`src/rtl/rom_controller_pkg.sv`:
```
`default_nettype none
// ============================================================================
//  Module      : rom_controller_pkg
//  Description : Shared types and constants for the ROM-read responder:
//                FSM state encoding, byte-beat selectors and the width of
//                the per-byte wait counter.
//  Revision    : 1.0 - initial release
// ============================================================================
package rom_controller_pkg;

  // The wait counter must hold WAIT_CYCLES-1 for the full legal range 1..15.
  localparam int CNT_W = 4;

  // Low bit of the flash byte address selects the beat (little-endian).
  localparam logic BYTE_LO = 1'b0;
  localparam logic BYTE_HI = 1'b1;

  typedef enum logic [1:0] {
    ST_IDLE = 2'd0,
    ST_LO   = 2'd1,
    ST_HI   = 2'd2,
    ST_DONE = 2'd3
  } state_t;

endpackage : rom_controller_pkg
`default_nettype wire

```
`src/rtl/rom_controller_wait_counter.sv`:
```
`default_nettype none
// ============================================================================
//  Module      : rom_controller_wait_counter
//  Description : Loadable down-counter with a zero flag. Times how long the
//                flash output enable is held before a byte is sampled.
//  Revision    : 1.0 - initial release
// ============================================================================
module rom_controller_wait_counter
  import rom_controller_pkg::*;
(
  input  logic             clk,
  input  logic             rst,
  input  logic             load_i,
  input  logic [CNT_W-1:0] load_val_i,
  input  logic             dec_i,
  output logic             zero_o
);

  logic [CNT_W-1:0] count_q;
  logic [CNT_W-1:0] count_d;

  // Load has priority; decrement never goes below zero.
  always_comb begin
    count_d = count_q;
    if (load_i) begin
      count_d = load_val_i;
    end else if (dec_i && (count_q != '0)) begin
      count_d = count_q - 1'b1;
    end
  end

  // Count register, cleared immediately on reset.
  always_ff @(posedge clk or posedge rst) begin
    if (rst) begin
      count_q <= '0;
    end else begin
      count_q <= count_d;
    end
  end

  assign zero_o = (count_q == '0);

endmodule : rom_controller_wait_counter
`default_nettype wire

```
`src/rtl/rom_controller.sv`:
```
`default_nettype none
// ============================================================================
//  Module      : rom_controller
//  Description : Word-read responder for the DMA engine. Each request is
//                served as two byte reads from an 8-bit parallel flash,
//                low byte first, and returned as one 16-bit word with a
//                single-cycle ready strobe. All outputs are registered.
//  Revision    : 1.0 - initial release
// ============================================================================
module rom_controller
  import rom_controller_pkg::*;
#(
  parameter int WIDTH       = 16,
  parameter int ROM_ADDR    = 23,
  parameter int WAIT_CYCLES = 4
) (
  input  logic                clk,
  input  logic                rst,
  input  logic                load_rom,
  input  logic [ROM_ADDR-1:0] src_addr,
  output logic [WIDTH-1:0]    src_data,
  output logic                ready,
  output logic                busy,
  output logic                overrun,
  output logic [ROM_ADDR:0]   flash_addr,
  input  logic [7:0]          flash_data_in,
  output logic                flash_ce_n,
  output logic                flash_oe_n,
  output logic                flash_we_n
);

  localparam logic [CNT_W-1:0] C_WAIT_RELOAD = CNT_W'(WAIT_CYCLES - 1);

  state_t              state_q, state_d;
  logic [ROM_ADDR-1:0] addr_q, addr_d;
  logic [7:0]          lo_byte_q, lo_byte_d;
  logic [WIDTH-1:0]    src_data_q, src_data_d;
  logic                overrun_q, overrun_d;
  logic                ready_q, ready_d;
  logic                busy_q, busy_d;
  logic                ce_n_q, ce_n_d;
  logic                oe_n_q, oe_n_d;
  logic [ROM_ADDR:0]   flash_addr_q, flash_addr_d;

  logic cnt_load;
  logic cnt_dec;
  logic cnt_zero;

  rom_controller_wait_counter u_wait_counter (
    .clk        (clk),
    .rst        (rst),
    .load_i     (cnt_load),
    .load_val_i (C_WAIT_RELOAD),
    .dec_i      (cnt_dec),
    .zero_o     (cnt_zero)
  );

  // Next-state, byte assembly and next values of the registered outputs.
  always_comb begin
    state_d      = state_q;
    addr_d       = addr_q;
    lo_byte_d    = lo_byte_q;
    src_data_d   = src_data_q;
    overrun_d    = overrun_q;
    cnt_load     = 1'b0;
    cnt_dec      = 1'b0;
    flash_addr_d = flash_addr_q;

    case (state_q)
      ST_IDLE, ST_DONE: begin
        // DONE accepts a new request directly so back-to-back reads skip IDLE.
        if (load_rom) begin
          addr_d   = src_addr;
          cnt_load = 1'b1;
          state_d  = ST_LO;
        end else begin
          state_d  = ST_IDLE;
        end
      end
      ST_LO: begin
        overrun_d = overrun_q | load_rom;
        if (cnt_zero) begin
          lo_byte_d = flash_data_in;
          cnt_load  = 1'b1;
          state_d   = ST_HI;
        end else begin
          cnt_dec   = 1'b1;
        end
      end
      ST_HI: begin
        overrun_d = overrun_q | load_rom;
        if (cnt_zero) begin
          src_data_d = {flash_data_in, lo_byte_q};
          state_d    = ST_DONE;
        end else begin
          cnt_dec    = 1'b1;
        end
      end
      default: begin
        state_d = ST_IDLE;
      end
    endcase

    // Outputs are derived from the next state so they appear registered
    // in the same cycle the state takes effect.
    busy_d  = (state_d == ST_LO) || (state_d == ST_HI);
    ce_n_d  = !busy_d;
    oe_n_d  = !busy_d;
    ready_d = (state_d == ST_DONE);
    if (state_d == ST_LO) begin
      flash_addr_d = {addr_d, BYTE_LO};
    end else if (state_d == ST_HI) begin
      flash_addr_d = {addr_d, BYTE_HI};
    end
  end

  // State and output registers; reset drops the flash pins immediately.
  always_ff @(posedge clk or posedge rst) begin
    if (rst) begin
      state_q      <= ST_IDLE;
      addr_q       <= '0;
      lo_byte_q    <= '0;
      src_data_q   <= '0;
      overrun_q    <= 1'b0;
      ready_q      <= 1'b0;
      busy_q       <= 1'b0;
      ce_n_q       <= 1'b1;
      oe_n_q       <= 1'b1;
      flash_addr_q <= '0;
    end else begin
      state_q      <= state_d;
      addr_q       <= addr_d;
      lo_byte_q    <= lo_byte_d;
      src_data_q   <= src_data_d;
      overrun_q    <= overrun_d;
      ready_q      <= ready_d;
      busy_q       <= busy_d;
      ce_n_q       <= ce_n_d;
      oe_n_q       <= oe_n_d;
      flash_addr_q <= flash_addr_d;
    end
  end

  assign src_data   = src_data_q;
  assign ready      = ready_q;
  assign busy       = busy_q;
  assign overrun    = overrun_q;
  assign flash_addr = flash_addr_q;
  assign flash_ce_n = ce_n_q;
  assign flash_oe_n = oe_n_q;
  assign flash_we_n = 1'b1;

endmodule : rom_controller
`default_nettype wire

```
`config.mk`:
```
export PLATFORM = sky130hd
export DESIGN_NAME = rom_controller
export DESIGN_NICKNAME = d
export VERILOG_FILES = /design/src/rtl/rom_controller_pkg.sv /design/src/rtl/rom_controller_wait_counter.sv /design/src/rtl/rom_controller.sv
export SDC_FILE = /design/constraint.sdc
export NUM_CORES = 1
export LEC_CHECK = 0
export CORE_MARGIN = 2
export CORE_UTILIZATION = 40
export CTS_CLUSTER_SIZE = 25
export DETAILED_ROUTE_END_ITERATION = 10
export PLACE_DENSITY = 0.69
export SYNTH_ARGS = -nofsm -noshare
export SYNTH_HDL_FRONTEND = slang
export SYNTH_SLANG_ARGS = --single-unit
```
`constraint.sdc`:
```
create_clock -name clk -period 2.3 [get_ports clk]
set_input_delay 0.23 -clock clk [delete_from_list [all_inputs] [get_ports clk]]
set_output_delay 0.23 -clock clk [all_outputs]
set_load 0.01 [all_outputs]
```
==> results.yml <==
pwr:
  p_per_area_nw_per_um2: 1200
  intPower_mw: 4.03
  leakage_nw: 2.08
  switching_share: 0.285
  ir_drop_mv: 0.681
  pwr-share-comb: 0.422
  p_clk_frac: 0.180
  switching_power_mw: 1.60
  seqPwrFrac: 0.398
floorplan:
  core_um2: 8180
  start_util: 0.411
  dieHeight_um: 95.6
  die-width_um: 95.6
  rows: 33
  io_pins: 80
  die_area_um2: 9150
synthesis:
  avgSynthCellArea_um2: 16.2
  synth_fa_ha_area_frac: 0.0261
  muxShareOfSynthArea: 0.278
  synth_cell_type_count: 28
  yosys_warnings: 0
  synth_top_family_by_area: "multiplexers"
  syn-cell-area_um2: 3360
  synth-xor-area-share: 0
  yosysTopAreaCellShare: 0.596
  synth_area_leaders: "dfrtp_1 60%, mux2_4 16%, mux2_2 11%, ha_1 2.6%, buf_6 1.0%"
  synthSimpleGateAreaFrac: 0.0264
  synth_cells: 207
  synth_top_area_cell: "dfrtp_1"
  synth_compound_area_frac: 0.0276
  yosysSeqAreaShare: 0.604
  synth-seq-cells: 81
  syn-num-nets: 248
drt:
  drc: 0
  drtAntennaViolNets: 0
  wl_um: 6390
  viasPerCell: 4.69
  dr.first_iter.drc_count: 38
  drt_first_pass_iters: 4
  vias: 1985
  routedWlPerCell_um: 15.1
sta:
  drv_slew: 0
  grt_setup_unrepaired: "true"
  period_minus_slack_ns: 2.28
  fmax_ghz: 0.438
  fin_crit_sh: 0.992
  skew_ns: 0.00813
  maxSlewHeadroom: 0.638
  final-setup-viol-count: 0
  hold_viol: 0
  tns_ns: 0
  worst_pin_slew_ns: 0.543
final_layout:
  finish.utilization: 0.574
  fin_nets: 354
  area_growth_pct: 39.7
  final_layout_size_suffix_gt1_frac: 0.396
  nFillCells: 667
  n_antenna_cell: 0
worst_setup_path:
  crit_path_start_kind: "flop"
  max_stage_delay_ns: 0.40
  worstPathBufferInverterCount: 3
  arrival_ns: 2.51
  path_common_cell: "ha_4"
  critPathTopFamily: "adder cells"
  path_cells: "inv_2 > ha_4 > or3b_4 > a21oi_4 > o21ai_2 > ha_4 > inv_4 > bufbuf_16 > mux2_4"
  cp_max_fo: 8
  cp-end-kind: "flop"
  cp_slowest_cell: "dfrtp_1"
  critical_path_required_ns: 2.53
  crit_type: "flop to flop"
clock_tree:
  cts_tree: "yes"
  clk_pin_slew_ns: 0.08
  cts_max_path_buffers: 2
  cts_root_buffer: "clkbuf_8"
  cts_buffers: 9
  insertion_delay_ns: 0.34
  htree_levels: 3
  hold_buffers: 0
  clock-sinks: 81
hold_path:
  min_path_type: "input port to async pin"
place:
  dp_hpwl_um: 4320
  port-buffer-count: 78
  gp_congestion: 0.766
global_routing:
  grt_pass1_vias: 2090
  grt_overflow_total: 0
  grt_max_degree: 33
  track_usage: 0.148
  grt_pass1_wl_um: 10200
  antenna_found_initial: 0
run_status:
  status: "finished clean"
flow_run:
  drv_cap: 0
-- path summary, 6_finish.rpt --
check,start,end,slack (ns),cells after the start
max in group asynchronous,rst,flash_oe_n$_DFF_PP1_,1.42,3
hold / removal,rst,flash_addr[18]$_DFFE_PP0P_,0.27,2
hold reg to reg,overrun$_DFFE_PP0N_,overrun$_DFFE_PP0N_,0.48,1
setup / recovery,u_wait_counter.count_q[1]$_DFFE_PP0P_,flash_addr[16]$_DFFE_PP0P_,0.02,9
setup reg to reg,u_wait_counter.count_q[1]$_DFFE_PP0P_,flash_addr[16]$_DFFE_PP0P_,0.02,9
min in group clk,overrun$_DFFE_PP0N_,overrun$_DFFE_PP0N_,0.48,1
-- area by class of cell --
type,instances,area [µm²],share of cell area
sequential,81,2030,0.432
timing repair buffer,105,1050,0.223
clock buffer,10,128,0.0272
clock inverter,6,66.3,0.0141
tap,105,131,0.0280
inverter,9,40.0,0.00853
multi-input combinational,107,1250,0.267
-- cell usage after synthesis --
cell       count
buf_2          3
o21ai_0        6
mux2_4        36
a21o_1         2
buf_6          3
nor4_1         1
clkinv_1       1
buf_12         1
a211o_1        1
dfrtp_1       80
dfstp_2        1
nor2_1         2
mux2_2        34
nor3_1         1
nor3b_4        1
a21oi_1        6
or3b_2         1
nand2b_1       1
nand2_1        2
conb_1         1
inv_1          8
and2_1         1
o311ai_0       1
nand4bb_1      1
buf_4          3
nand2_4        1
ha_1           7
mux2i_1        1
-- layout by cell type, fill, tap and decap left out, drive strengths merged, types with 2 or more instances in the layout --
cell           Yosys  routed
a21o               2       2
a21oi              6       6
buf               10      26
clkbuf             0      10
clkdlybuf4s50      0      78
clkinv             1       4
dfrtp             80      80
ha                 7       7
inv                8       9
mux2              70      70
nand2              3       3
nor2               2       2
o21ai              6       6
-- power groups by stage --
stage | clock network [mW] | logic, mW | registers, mW
floorplan | 0 | 1.18 | 2.36
global placement | 0 | 2.15 | 2.25
detailed placement | 0 | 2.19 | 2.27
CTS | 1.05 | 2.34 | 2.25
global route | 1.10 | 2.57 | 2.31
finish | 1.01 | 2.38 | 2.24
-- repair_timing --
item,CTS,global route
setup buffers,6,3
hold endpoints to repair,0,0
pin swaps,2,2
setup endpoints to repair,8,23
cloned,1,0
resized for setup,2,6
-- worst register-to-register path, cell delays in order, from the launching register on --
cell and delay [ns]:
dfrtp_1 0.40, inv_2 0.09, ha_4 0.13, or3b_4 0.39, a21oi_4 0.16, o21ai_2 0.10, ha_4 0.29, inv_4 0.04
bufbuf_16 0.27, mux2_4 0.29
-- registers in the layout, summed over array words and instances (netlist names), 2 cells and up --
register,flops
addr_q,23
lo_byte_q,8
u_wait_counter.count_q,4
src_data,16
flash_addr,24
state_q,2
-- kinds of logic (layout without fill, tap and decap cells) --
logic type                 count (synthesis)  after routing
muxes                                     71             71
DFF                                       81             81
adders and majority gates                  7              7
buffers and inverters                     19            130
other                                      1              1
and+or+nand+nor                           12             12
AOI/OAI and AO/OA                         16             16
-- routing by layer --
metal,vias to the layer above,track usage,wire length (µm)
met5,-,0,0
met2,52,0.236,3160
met3,4,0.0443,271
li1,924,-,-
met4,0,0.0393,53
met1,1005,0.196,2900
-- through the flow --
| stage | power [mW] | instances | hold WS, ns | cell area [µm²] | setup slack [ns] |
|---|---|---|---|---|---|
| 4_1_cts | 5.64 | 420 | 0.272 | 4640 | -0.0107 |
| 5_1_grt | 5.98 | 423 | 0.306 | 4690 | -0.0560 |
| 3_3_place_gp | 4.40 | 397 | 0.449 | 4370 | 0.0434 |
| 6_report | 5.63 | 423 | 0.271 | 4690 | 0.0174 |
| 3_5_place_dp | 4.46 | 397 | 0.459 | 4370 | -0.0173 |
| 2_1_floorplan | 3.53 | 207 | 0.347 | 3400 | 0.0186 |
No activity file was read; power rests on OpenSTA's default activity.
